`src/rtl/shift_pkg.sv`:
```
// Shared definitions for the bit-serial link: direction encoding, counter sizing
// and the receive buffer state.
package shift_pkg;

    localparam logic DIR_RTL = 1'b1;
    localparam logic DIR_LTR = 1'b0;

    typedef enum logic [0:0] {
        EMPTY = 1'b0,
        FULL  = 1'b1
    } buf_state_e;

    // Bit counter width for a given word width; used by transmitter and receiver alike.
    function automatic int cnt_width(input int width);
        return (width > 1) ? $clog2(width) : 1;
    endfunction

endpackage

```
`src/rtl/shift_in_stage.sv`:
```
// Serial input shifter: gathers WIDTH bits and emits a single-cycle done pulse
// together with the completed word, combinationally on the completing edge.
module shift_in_stage
    import shift_pkg::*;
#(
    parameter int WIDTH = 4
) (
    input  logic             clk_i,
    input  logic             rst_i,
    input  logic             si_i,
    input  logic             sv_i,
    input  logic             rtl_i,
    output logic             done_o,
    output logic [WIDTH-1:0] word_o,
    output logic             busy_o
);

    localparam int CW = cnt_width(WIDTH);
    localparam logic [CW-1:0] CNT_LAST = CW'(WIDTH - 1);

    logic [WIDTH-1:0] s_q, s_d;
    logic [CW-1:0]    cnt_q, cnt_d;
    logic             dir_q, dir_d;
    logic             busy_q, busy_d;
    logic             eff_dir_s;

    // The first bit of a word uses the live direction; later bits use the latched one.
    always_comb begin
        s_d       = s_q;
        cnt_d     = cnt_q;
        dir_d     = dir_q;
        eff_dir_s = dir_q;
        if (sv_i) begin
            if (cnt_q == {CW{1'b0}}) begin
                eff_dir_s = rtl_i;
                dir_d     = rtl_i;
            end else begin
                eff_dir_s = dir_q;
                dir_d     = dir_q;
            end
            if (eff_dir_s == DIR_RTL) begin
                s_d = {s_q[WIDTH-2:0], si_i};
            end else begin
                s_d = {si_i, s_q[WIDTH-1:1]};
            end
            if (cnt_q == CNT_LAST) begin
                cnt_d = {CW{1'b0}};
            end else begin
                cnt_d = cnt_q + CW'(1);
            end
        end else begin
            s_d   = s_q;
            cnt_d = cnt_q;
            dir_d = dir_q;
        end
        busy_d = (cnt_d != {CW{1'b0}});
    end

    // Shifter, counter and direction state.
    always_ff @(posedge clk_i) begin
        if (rst_i) begin
            s_q    <= '0;
            cnt_q  <= '0;
            dir_q  <= DIR_LTR;
            busy_q <= 1'b0;
        end else begin
            s_q    <= s_d;
            cnt_q  <= cnt_d;
            dir_q  <= dir_d;
            busy_q <= busy_d;
        end
    end

    assign done_o = sv_i && (cnt_q == CNT_LAST);
    assign word_o = s_d;
    assign busy_o = busy_q;

endmodule

```
`src/rtl/shift_deserializer.sv`:
```
// Serial-in, parallel-out receiver with a one-deep output buffer,
// valid/acknowledge handshake and sticky overflow flag.
module shift_deserializer
    import shift_pkg::*;
#(
    parameter int WIDTH = 4
) (
    input  logic             C,
    input  logic             R,
    input  logic             SI,
    input  logic             SV,
    input  logic             RTL,
    input  logic             A,
    output logic [WIDTH-1:0] Q,
    output logic [WIDTH-1:0] nQ,
    output logic             V,
    output logic             BUSY,
    output logic             OVF
);

    logic             done_s;
    logic [WIDTH-1:0] word_s;

    buf_state_e       state_q, state_d;
    logic [WIDTH-1:0] q_q, q_d;
    logic [WIDTH-1:0] nq_q;
    logic             ovf_q, ovf_d;

    shift_in_stage #(.WIDTH(WIDTH)) u_in (
        .clk_i  (C),
        .rst_i  (R),
        .si_i   (SI),
        .sv_i   (SV),
        .rtl_i  (RTL),
        .done_o (done_s),
        .word_o (word_s),
        .busy_o (BUSY)
    );

    // Buffer state and output registers; nQ is registered alongside Q.
    always_ff @(posedge C) begin
        if (R) begin
            state_q <= EMPTY;
            q_q     <= '0;
            nq_q    <= '1;
            ovf_q   <= 1'b0;
        end else begin
            state_q <= state_d;
            q_q     <= q_d;
            nq_q    <= ~q_d;
            ovf_q   <= ovf_d;
        end
    end

    // Next buffer state.
    always_comb begin
        state_d = state_q;
        case (state_q)
            EMPTY: begin
                if (done_s) state_d = FULL;
                else        state_d = EMPTY;
            end
            FULL: begin
                if (A && !done_s) state_d = EMPTY;
                else              state_d = FULL;
            end
            default: state_d = EMPTY;
        endcase
    end

    // Word capture and overflow: a completion into an unacknowledged FULL buffer is dropped.
    always_comb begin
        q_d   = q_q;
        ovf_d = ovf_q;
        case (state_q)
            EMPTY: begin
                if (done_s) q_d = word_s;
                else        q_d = q_q;
            end
            FULL: begin
                if (done_s && A) begin
                    q_d = word_s;
                end else if (done_s) begin
                    ovf_d = 1'b1;
                end else begin
                    q_d = q_q;
                end
            end
            default: begin
                q_d   = q_q;
                ovf_d = ovf_q;
            end
        endcase
    end

    assign Q   = q_q;
    assign nQ  = nq_q;
    assign V   = (state_q == FULL);
    assign OVF = ovf_q;

endmodule
```
`config.mk`:
```
export PLATFORM = sky130hd
export DESIGN_NAME = shift_deserializer
export DESIGN_NICKNAME = d
export VERILOG_FILES = /design/src/rtl/shift_pkg.sv /design/src/rtl/shift_in_stage.sv /design/src/rtl/shift_deserializer.sv
export SDC_FILE = /design/constraint.sdc
export NUM_CORES = 1
export LEC_CHECK = 0
export ABC_AREA = 1
export BUFFER_PORTS_ARGS = -buffer_cell sky130_fd_sc_hd__buf_4
export CAP_MARGIN = 20
export CORE_MARGIN = 1
export CORE_UTILIZATION = 50
export DETAILED_ROUTE_END_ITERATION = 16
export GPL_TIMING_DRIVEN = 0
export PLACE_DENSITY_LB_ADDON = 0.3
export SYNTH_ARGS = -nofsm -noshare
export SYNTH_HDL_FRONTEND = slang
export SYNTH_SLANG_ARGS = --single-unit
```
`constraint.sdc`:
```
create_clock -name C -period 4.2 [get_ports C]
set_clock_uncertainty 0.1 [all_clocks]
set_input_delay 1.26 -clock C [delete_from_list [all_inputs] [get_ports C]]
set_output_delay 1.26 -clock C [all_outputs]
set_load 0.05 [all_outputs]
```
[Word-level counts from Yosys, hierarchy flattened]
Cells that the tools add are included.
Storage, ports and cells
  flip-flop bits (word level): 18
  bits of input ports: 6
  output and inout bits: 11
  word-level logic and storage cells: 32
Cells by class
  add/sub/neg operators: 1
  equal/unequal tests: 1
  mux-type cells: 12
  bitwise logic cells: 3
  reductions and logical operators: 7
Operators with widths (number)
  $mux W4: 4
  $pmux W4 S2: 1
  $mux W1: 4
  $mux W2: 2
  $not A4 Y4: 1
  $logic_and A1 B1 Y1: 3
  $reduce_and A3 Y1: 1
  $add A2 B1 Y2 const B: 1
  $eq A2 B2 Y1 const B: 1
  $logic_not A2 Y1: 1
  $not A1 Y1: 2
  $pmux W1 S2: 1
  $reduce_bool A2 Y1: 1
  $logic_not A1 Y1: 1

[Longest topological paths before layout]
Gate-level depths: netlist of the first run.
  depth after elaboration: 8
  gate-level depth with buffers: 10
  gate-level depth less buffers: 10

[Hierarchy]
Synthesis of the first run repeated with hierarchy kept, for this count alone.
Second synthesis, totals
  cell total of the unflattened synthesis: 118
  area total of the unflattened synthesis: 830.8 um2
By module, submodules not included
  shift_in_stage: times used 1, cells an instance 66, area an instance 447.9 um2, seq. area each 160.2 um2
  shift_deserializer: times used 1, cells an instance 52, area an instance 382.9 um2, seq. area each 200.2 um2

[Worst setup path after synthesis of the first run]
OpenSTA, ideal clock, no wires.
  path kind: reg-to-output
  from: register state_q, in the netlist V
  to: output V
  arrival time: 0.682 ns
  data required time: 2.840 ns
  path slack: 2.158 ns
  stages on the path, launching flop included: 1
  path buffers: 0
  cell sequence: dfxtp_1
RTL lines
  from (decl): RTL line shift_deserializer.sv:24  | buf_state_e state_q, state_d;
  from (signal assigned): RTL line shift_deserializer.sv:48  | state_q <= state_d;
  to (decl): RTL line shift_deserializer.sv:16  | output logic V,
No word-level cell between the ends.

[Worst setup path after layout of the first run]
  from: register state_q, in the netlist V
  to: output V
No word-level cell between the ends.

==> results of run 1 <==
-- area by class of cell --
class / count / area [um^2] / area share
repair buffers: 15 / 113 / 0.110
clock buffers: 3 / 22.5 / 0.0221
well taps: 16 / 20.0 / 0.0196
inverters: 22 / 82.6 / 0.0810
flip-flops and latches: 18 / 360 / 0.353
multi-input cells: 81 / 407 / 0.399
plain buffers: 2 / 15.0 / 0.0147
-- per-layer routing --
layer,part of all wire,vias to the layer above
met2,0.47,24
met1,0.47,363
li1,-,429
met3,0.048,2
met5,0,-
met4,0.0064,0
-- stage by stage --
step | cells | hold WS (ns) | power [mW]
floorplan | 123 | 0.393 | 0.241
finish | 157 | 0.384 | 0.339
global route | 157 | 0.419 | 0.360
CTS | 157 | 0.390 | 0.341
detailed placement | 154 | 0.363 | 0.258
global placement | 154 | 0.361 | 0.256
-- synthesized netlist by cell type --
cell | instances | area [um^2]
ha_1 | 2 | 25.0
nand3b_1 | 1 | 7.51
nor2_4 | 1 | 11.3
nand3_1 | 23 | 115
nor2_1 | 7 | 26.3
inv_1 | 20 | 75.1
nand2_4 | 2 | 22.5
a31oi_1 | 1 | 6.26
buf_6 | 1 | 11.3
a21oi_1 | 15 | 75.1
clkbuf_1 | 1 | 3.75
inv_2 | 2 | 7.51
o21ai_0 | 1 | 5.00
nand2_2 | 1 | 6.26
xnor2_1 | 1 | 8.76
nand2_1 | 26 | 97.6
dfxtp_1 | 18 | 360
-- how the worst max path moves through the flow --
stage / cells past startpoint / to / startpoint / slack (ns)
2_1_floorplan: 0 / V / V / 2.16
3_5_place_dp: 7 / nQ[3] / RTL / 1.98
4_1_cts: 1 / V / V / 1.85
6_report: 1 / V / V / 1.85
3_3_place_gp: 7 / nQ[1] / RTL / 1.99
5_1_grt: 1 / V / V / 1.82
-- worst register-to-register path, cell delays in order, from the launching register on --
cell,delay (ns)
dfxtp_1,0.39
inv_1,0.07
ha_1,0.22
nand2_1,0.22
nand3_1,0.11
nand3_1,0.11
nand3_1,0.11
nand2_1,0.08
nand2_1,0.04
-- logic make-up (layout without fill, tap and decap cells) --
group / Yosys count / after routing / share of synthesized area
xor gates and xnor gates: 1 / 1 / 0.0101
AOI/OAI and AO/OA: 17 / 17 / 0.0999
adders and majority gates: 2 / 2 / 0.0289
DFF: 18 / 18 / 0.417
buffers and inverters: 24 / 42 / 0.113
and+or+nand+nor: 61 / 61 / 0.331
-- report_power, final --
group	total, mW	internal, mW	switching [mW]
clock	0.0839	0.0334	0.0505
combinational	0.0700	0.0243	0.0457
sequential	0.185	0.179	0.00569
total	0.339	0.237	0.102
-- cell usage in the layout, fill, tap and decap left out --
cell type | netlist | final
nand2_1 | 26 | 26
nand3_1 | 23 | 23
inv_1 | 20 | 20
dfxtp_1 | 18 | 18
a21oi_1 | 15 | 15
buf_4 | 0 | 15
nor2_1 | 7 | 7
clkbuf_4 | 0 | 3
nand2_4 | 2 | 2
inv_2 | 2 | 2
ha_1 | 2 | 2
clkbuf_1 | 1 | 1
nand2_2 | 1 | 1
buf_6 | 1 | 1
nor2_4 | 1 | 1
nand3b_1 | 1 | 1
xnor2_1 | 1 | 1
a31oi_1 | 1 | 1
o21ai_0 | 1 | 1
==> results.sh, run 1 <==
export IMPL_cts_sinks=18
export IMPL_final_area_um2=1020
export IMPL_ant_nets=0
export IMPL_holdPathStages=2
export IMPL_r2r_end="nQ[1]"
export IMPL_grt_util_met2=0.340
export IMPL_violations="design-rule violations"
export IMPL_post_cts_resized=0
export IMPL_yosys_register_bits=18
export IMPL_post_cts_buffers=0
export IMPL_period_share=0.558
export IMPL_path_buf_inv=1
export IMPL_min_from="OVF"
export IMPL_path_clk_slew_ns=0.09
export IMPL_placed_area_um2=997
export IMPL_fin_tns_setup_ns=0
export IMPL_fmax_mhz=426
export IMPL_rsz0062_at_grt="false"
export IMPL_endpoint_kind="primary output"
export IMPL_hpwl_mm=1.32
export IMPL_status="finished, violations left"
export IMPL_wl_mm=1.71
export IMPL_utilization=0.654
export IMPL_r2r_start="u_in.cnt_q[0]"
export IMPL_drive_gt1_frac=0.177
export IMPL_slowest_delay_ns=0.45
export IMPL_nets=151
export IMPL_pre_cts_ws_ns=1.98
export IMPL_finalHoldViolCount=0
export IMPL_grt_pass1_vias=710
export IMPL_crit_slowest_cell="dfxtp_1"
export IMPL_cts_hold_buf=0
export IMPL_clock_path_buffers=2
export IMPL_ir_worst_vdd_mv=0.215
export IMPL_synthToLayoutAreaGrowth_pct=17.9
export IMPL_dieArea_um2=1900
export IMPL_use_met3=0.0375
export IMPL_maxSlewViolCount=0
export IMPL_yosysSeqAreaShare=0.417
export IMPL_syn_cell_area_um2=865
export IMPL_min_to="OVF"
export IMPL_period_needed_ns=2.35
export IMPL_grt_first_pass_wirelength_mm=2.93
export IMPL_start_util=0.555
export IMPL_grt_use_met1=0.262
export IMPL_coreArea_um2=1560
export IMPL_worst_pin_slew_ns=0.433
export IMPL_fillers=137
export IMPL_p_leak_nw=0.535
export IMPL_r2r_cells=8
export IMPL_syn_area_per_cell_um2=7.03
export IMPL_avgViaCountPerCell=5.21
export IMPL_drt_wirelength_per_cell_um=10.9
export IMPL_globalRoute_totalOverflow=0
export IMPL_n_antenna_cell=0
export IMPL_track_usage=0.204
export IMPL_synth_cells=123
export IMPL_cp_max_fo=7
export IMPL_layout_setup_ws_ns=1.85
export IMPL_hp_class="flip-flop to flip-flop"
export IMPL_cp_cell_sequence="buf_4"
export IMPL_grt_antenna_before_repair=0
export IMPL_maxCapViolCount=0
export IMPL_powerDensity_nw_per_um2=332
export IMPL_dieHeight_um=43.6
export IMPL_arrival_ns=0.99
export IMPL_cts_htree_levels=1
export IMPL_critPathKind="flip-flop to primary output"
export IMPL_drt_iter0_markers=26
export IMPL_clock_latency_ns=0.30
export IMPL_synth_nets=131
export IMPL_critical_path_startpoint_type="flip-flop"
export IMPL_grt_max_degree=11
export IMPL_rows=14
export IMPL_yosys_warnings=0
export IMPL_fp_dieW_um=43.6
export IMPL_required_ns=2.84
export IMPL_vias=818
export IMPL_cts_made_buffers=3
export IMPL_io_buffers=15
export IMPL_r2r_setup_slack_ns=2.64
export IMPL_drc_errors=1
export IMPL_io_pins=17
export IMPL_cts_tree="built"
export IMPL_routabilityCongestion=0.812
export IMPL_clockRootBuffer="clkbuf_4"
export IMPL_relSlewSlack=0.711
export IMPL_crit_family="flip-flops"
export IMPL_synth_cell_types=17
export IMPL_setup_viol_count_final=0
export IMPL_first_pass_iters=10
export IMPL_grt_busiest_layer="met2"
No activity file was read; power rests on OpenSTA's default activity.
==> inputs of run 2 (changes only) <==
CORE_UTILIZATION = 47   (was 50)
clock period = 1.9 ns   (was 4.2 ns; I/O delays follow)
==> results.sh, run 2 (synthesized netlist as in run 1, its figures left out) <==
export IMPL_status="completed"
export IMPL_drt_wirelength_per_cell_um=9.72
export IMPL_instances_no_fill=166
export IMPL_cts_tree="built"
export IMPL_grt_pass1_vias=704
export IMPL_slowest_delay_ns=0.44
export IMPL_dieHeight_um=44.9
export IMPL_ant_nets=0
export IMPL_io_buffers=15
export IMPL_drc_errors=0
export IMPL_rows=15
export IMPL_placed_cells=163
export IMPL_grt_max_degree=11
export IMPL_vias=819
export IMPL_path_buf_inv=1
export IMPL_maxCapViolCount=0
export IMPL_synthToLayoutAreaGrowth_pct=19.2
export IMPL_drt_iter0_markers=25
export IMPL_cp_max_fo=7
export IMPL_cp_cell_sequence="buf_4"
export IMPL_post_cts_resized=0
export IMPL_path_clk_slew_ns=0.09
export IMPL_min_from="OVF"
export IMPL_cts_htree_levels=1
export IMPL_placed_area_um2=1010
export IMPL_finalHoldViolCount=0
export IMPL_final_common_cell="nand2_1"
export IMPL_rsz0062_at_grt="false"
export IMPL_grt_antenna_before_repair=0
export IMPL_timing_hold_ws_ns=0.398
export IMPL_fmax_mhz=613
export IMPL_period_needed_ns=1.63
export IMPL_holdPathStages=2
export IMPL_grt_first_pass_wirelength_mm=2.78
export IMPL_critical_path_startpoint_type="flip-flop"
export IMPL_r2r_start="u_in.cnt_q[0]"
export IMPL_worst_pin_slew_ns=0.439
export IMPL_cts_made_buffers=3
export IMPL_final_area_um2=1030
export IMPL_fin_tns_setup_ns=0
export IMPL_wl_mm=1.61
export IMPL_cts_sinks=18
export IMPL_min_to="OVF"
export IMPL_endpoint_kind="primary output"
export IMPL_clock_latency_ns=0.28
export IMPL_maxSlewViolCount=0
export IMPL_routabilityCongestion=0.769
export IMPL_drive_gt1_frac=0.177
export IMPL_setup_viol_count_final=0
export IMPL_crit_slowest_cell="dfxtp_1"
export IMPL_p_leak_nw=0.535
export IMPL_r2r_setup_slack_ns=0.38
export IMPL_critPathKind="flip-flop to primary output"
export IMPL_n_antenna_cell=0
export IMPL_dieArea_um2=2020
export IMPL_relSlewSlack=0.708
export IMPL_crit_family="flip-flops"
export IMPL_hp_class="flip-flop to flip-flop"
export IMPL_track_usage=0.186
export IMPL_io_pins=17
export IMPL_ir_worst_vdd_mv=0.450
export IMPL_powerDensity_nw_per_um2=718
export IMPL_avgViaCountPerCell=4.93
export IMPL_clockRootBuffer="clkbuf_4"
export IMPL_required_ns=1.23
export IMPL_utilization=0.597
export IMPL_cts_hold_buf=0
export IMPL_arrival_ns=0.96
export IMPL_period_share=0.859
export IMPL_first_pass_iters=4
export IMPL_coreArea_um2=1730
export IMPL_fp_dieW_um=44.9
export IMPL_hpwl_mm=1.27
export IMPL_most_common_layout_cells="nand2_1 (26), nand3_1 (23), inv_1 (20), dfxtp_1 (18)"
export IMPL_start_util=0.501
export IMPL_nets=151
export IMPL_clock_path_buffers=2
export IMPL_r2r_cells=7
export IMPL_fillers=166
export IMPL_globalRoute_totalOverflow=0
export IMPL_post_cts_buffers=0
==> run 2: cell counts in the layout (fill, tap and decap cells not counted) <==
No cell type changed its count.
==> run 2: report_power, final <==
group	switching (mW)	leakage (nW)	internal, mW
clock network	0.104	0.0138	0.0735
registers	0.0117	0.147	0.396
logic	0.101	0.374	0.0534
==> run 2: routing by layer <==
metal  GRT usage  routed length (um)
met1       0.251                 753
met2       0.294                 732
met3      0.0360                 103
met4      0.0727                  25
met5           0                   0
==> run 2: stage by stage <==
| stage | setup WS [ns] | total power, mW |
|---|---|---|
| global route | 0.197 | 0.781 |
| finish | 0.268 | 0.740 |
| global placement | 0.375 | 0.566 |
| CTS | 0.259 | 0.747 |
| floorplan | 0.548 | 0.533 |
| detailed placement | 0.372 | 0.570 |
==> run 2: layout make-up <==
cell class	instances	area, um^2	share of cell area
Multi-Input combinational cell	81	407	0.394
Inverter	22	82.6	0.0801
Timing Repair Buffer	15	113	0.109
Buffer	2	15.0	0.0146
Sequential cell	18	360	0.350
Clock buffer	3	22.5	0.0218
Tap cell	25	31.3	0.0303
==> run 2: worst max path at each step <==
stage                     slack (ns)  cells past startpoint         to  from
final                           0.27                      1          V     V
after global routing            0.20                      1          V     V
after CTS                       0.26                      1          V     V
after detailed placement        0.37                      6  flip-flop   RTL
after global placement          0.37                      7      nQ[1]   RTL
after floorplan                 0.55                      0          V     V
==> inputs of run 3 (changes only) <==
CORE_UTILIZATION = 40   (was 47)
==> results.sh, run 3 (synthesized netlist as in run 1, its figures left out) <==
export IMPL_status="completed"
export IMPL_clockRootBuffer="clkbuf_4"
export IMPL_cp_max_fo=7
export IMPL_critPathKind="flip-flop to primary output"
export IMPL_layout_setup_ws_ns=0.245
export IMPL_crit_family="flip-flops"
export IMPL_p_switching_mw=0.230
export IMPL_cp_cell_sequence="buf_4"
export IMPL_placed_area_um2=1010
export IMPL_routabilityCongestion=0.886
export IMPL_track_usage=0.175
export IMPL_final_area_um2=1050
export IMPL_vias=818
export IMPL_intPower_mw=0.566
export IMPL_grt_first_pass_wirelength_mm=3.23
export IMPL_dieArea_um2=2350
export IMPL_fp_dieW_um=48.5
export IMPL_n_antenna_cell=0
export IMPL_p_leak_nw=0.542
export IMPL_cts_htree_levels=1
export IMPL_coreArea_um2=2000
export IMPL_pre_cts_ws_ns=0.367
export IMPL_maxCapViolCount=0
export IMPL_crit_slowest_cell="dfxtp_1"
export IMPL_clock_path_buffers=2
export IMPL_power_frac_comb=0.194
export IMPL_nets=151
export IMPL_most_common_layout_cells="nand2_1 (26), nand3_1 (23), inv_1 (20), dfxtp_1 (18)"
export IMPL_clkPwrFrac=0.293
export IMPL_arrival_ns=0.99
export IMPL_path_clk_slew_ns=0.11
export IMPL_path_buf_inv=1
export IMPL_globalRoute_totalOverflow=0
export IMPL_slowest_delay_ns=0.45
export IMPL_synthToLayoutAreaGrowth_pct=21.1
export IMPL_cts_sinks=18
export IMPL_grt_pass1_vias=794
export IMPL_drt_wirelength_per_cell_um=10.4
export IMPL_endpoint_kind="primary output"
export IMPL_first_pass_iters=4
export IMPL_total_power_mw=0.796
export IMPL_avgViaCountPerCell=4.84
export IMPL_rows=16
export IMPL_post_cts_resized=0
export IMPL_dieHeight_um=48.5
export IMPL_utilization=0.523
export IMPL_wl_mm=1.75
export IMPL_start_util=0.432
export IMPL_critical_path_startpoint_type="flip-flop"
export IMPL_finalHoldViolCount=0
export IMPL_p_seq_frac=0.513
export IMPL_hpwl_mm=1.37
export IMPL_timing_hold_ws_ns=0.400
export IMPL_grt_antenna_before_repair=0
export IMPL_cts_tree="built"
export IMPL_placed_cells=165
export IMPL_final_common_cell="nand2_1"
export IMPL_setup_viol_count_final=0
export IMPL_cts_hold_buf=0
export IMPL_period_needed_ns=1.66
export IMPL_maxSlewViolCount=0
export IMPL_ir_worst_vdd_mv=0.362
export IMPL_powerDensity_nw_per_um2=761
export IMPL_io_buffers=15
export IMPL_netSwitchingFraction=0.289
export IMPL_drt_iter0_markers=7
export IMPL_rsz0062_at_grt="false"
export IMPL_cts_made_buffers=3
export IMPL_instances_no_fill=169
export IMPL_drc_errors=0
export IMPL_hp_class="flip-flop to flip-flop"
export IMPL_worst_pin_slew_ns=0.436
export IMPL_drive_gt1_frac=0.183
export IMPL_period_share=0.871
export IMPL_grt_max_degree=11
export IMPL_fmax_mhz=604
export IMPL_io_pins=17
export IMPL_fin_tns_setup_ns=0
export IMPL_post_cts_buffers=0
export IMPL_clock_latency_ns=0.29
export IMPL_ant_nets=0
export IMPL_required_ns=1.23
export IMPL_relSlewSlack=0.709
[run 3: power groups by stage]
stage	sequential (mW)	clock, mW	combinational [mW]
6_report	0.409	0.233	0.155
5_1_grt	0.411	0.262	0.176
4_1_cts	0.409	0.240	0.155
3_5_place_dp	0.418	0	0.154
3_3_place_gp	0.416	0	0.151
2_1_floorplan	0.437	0	0.0953
[run 3: final timing paths]
check                                   start   endpoint  slack [ns]  cells after the start
worst max register to register  u_in.cnt_q[0]  flip-flop        0.37                      7
worst max-delay path                        V          V        0.24                      1
worst min register to register            OVF        OVF        0.40                      2
worst min-delay path                      OVF        OVF        0.40                      2
[run 3: tightest hold or removal path, cell delays in order (launching register included)]
cell	delay, ns
dfxtp_1	0.35
a31oi_1	0.04
nor2_1	0.08
[run 3: layer usage]
metal / part of all wire / routed length (um) / vias to the layer above / track usage
li1: - / - / 427 / -
met1: 0.47 / 822 / 373 / 0.215
met2: 0.49 / 852 / 18 / 0.305
met3: 0.045 / 79 / 0 / 0.0409
met4: 0 / 0 / 0 / 0.0441
met5: 0 / 0 / - / 0
[run 3: area by class of cell]
class | instances | area [um^2]
Buffer | 2 | 15.0
Clock buffer | 4 | 36.3
Fill cell | 223 | 955
Inverter | 22 | 82.6
Multi-Input combinational cell | 81 | 407
Sequential cell | 18 | 360
Tap cell | 27 | 33.8
Timing Repair Buffer | 15 | 113
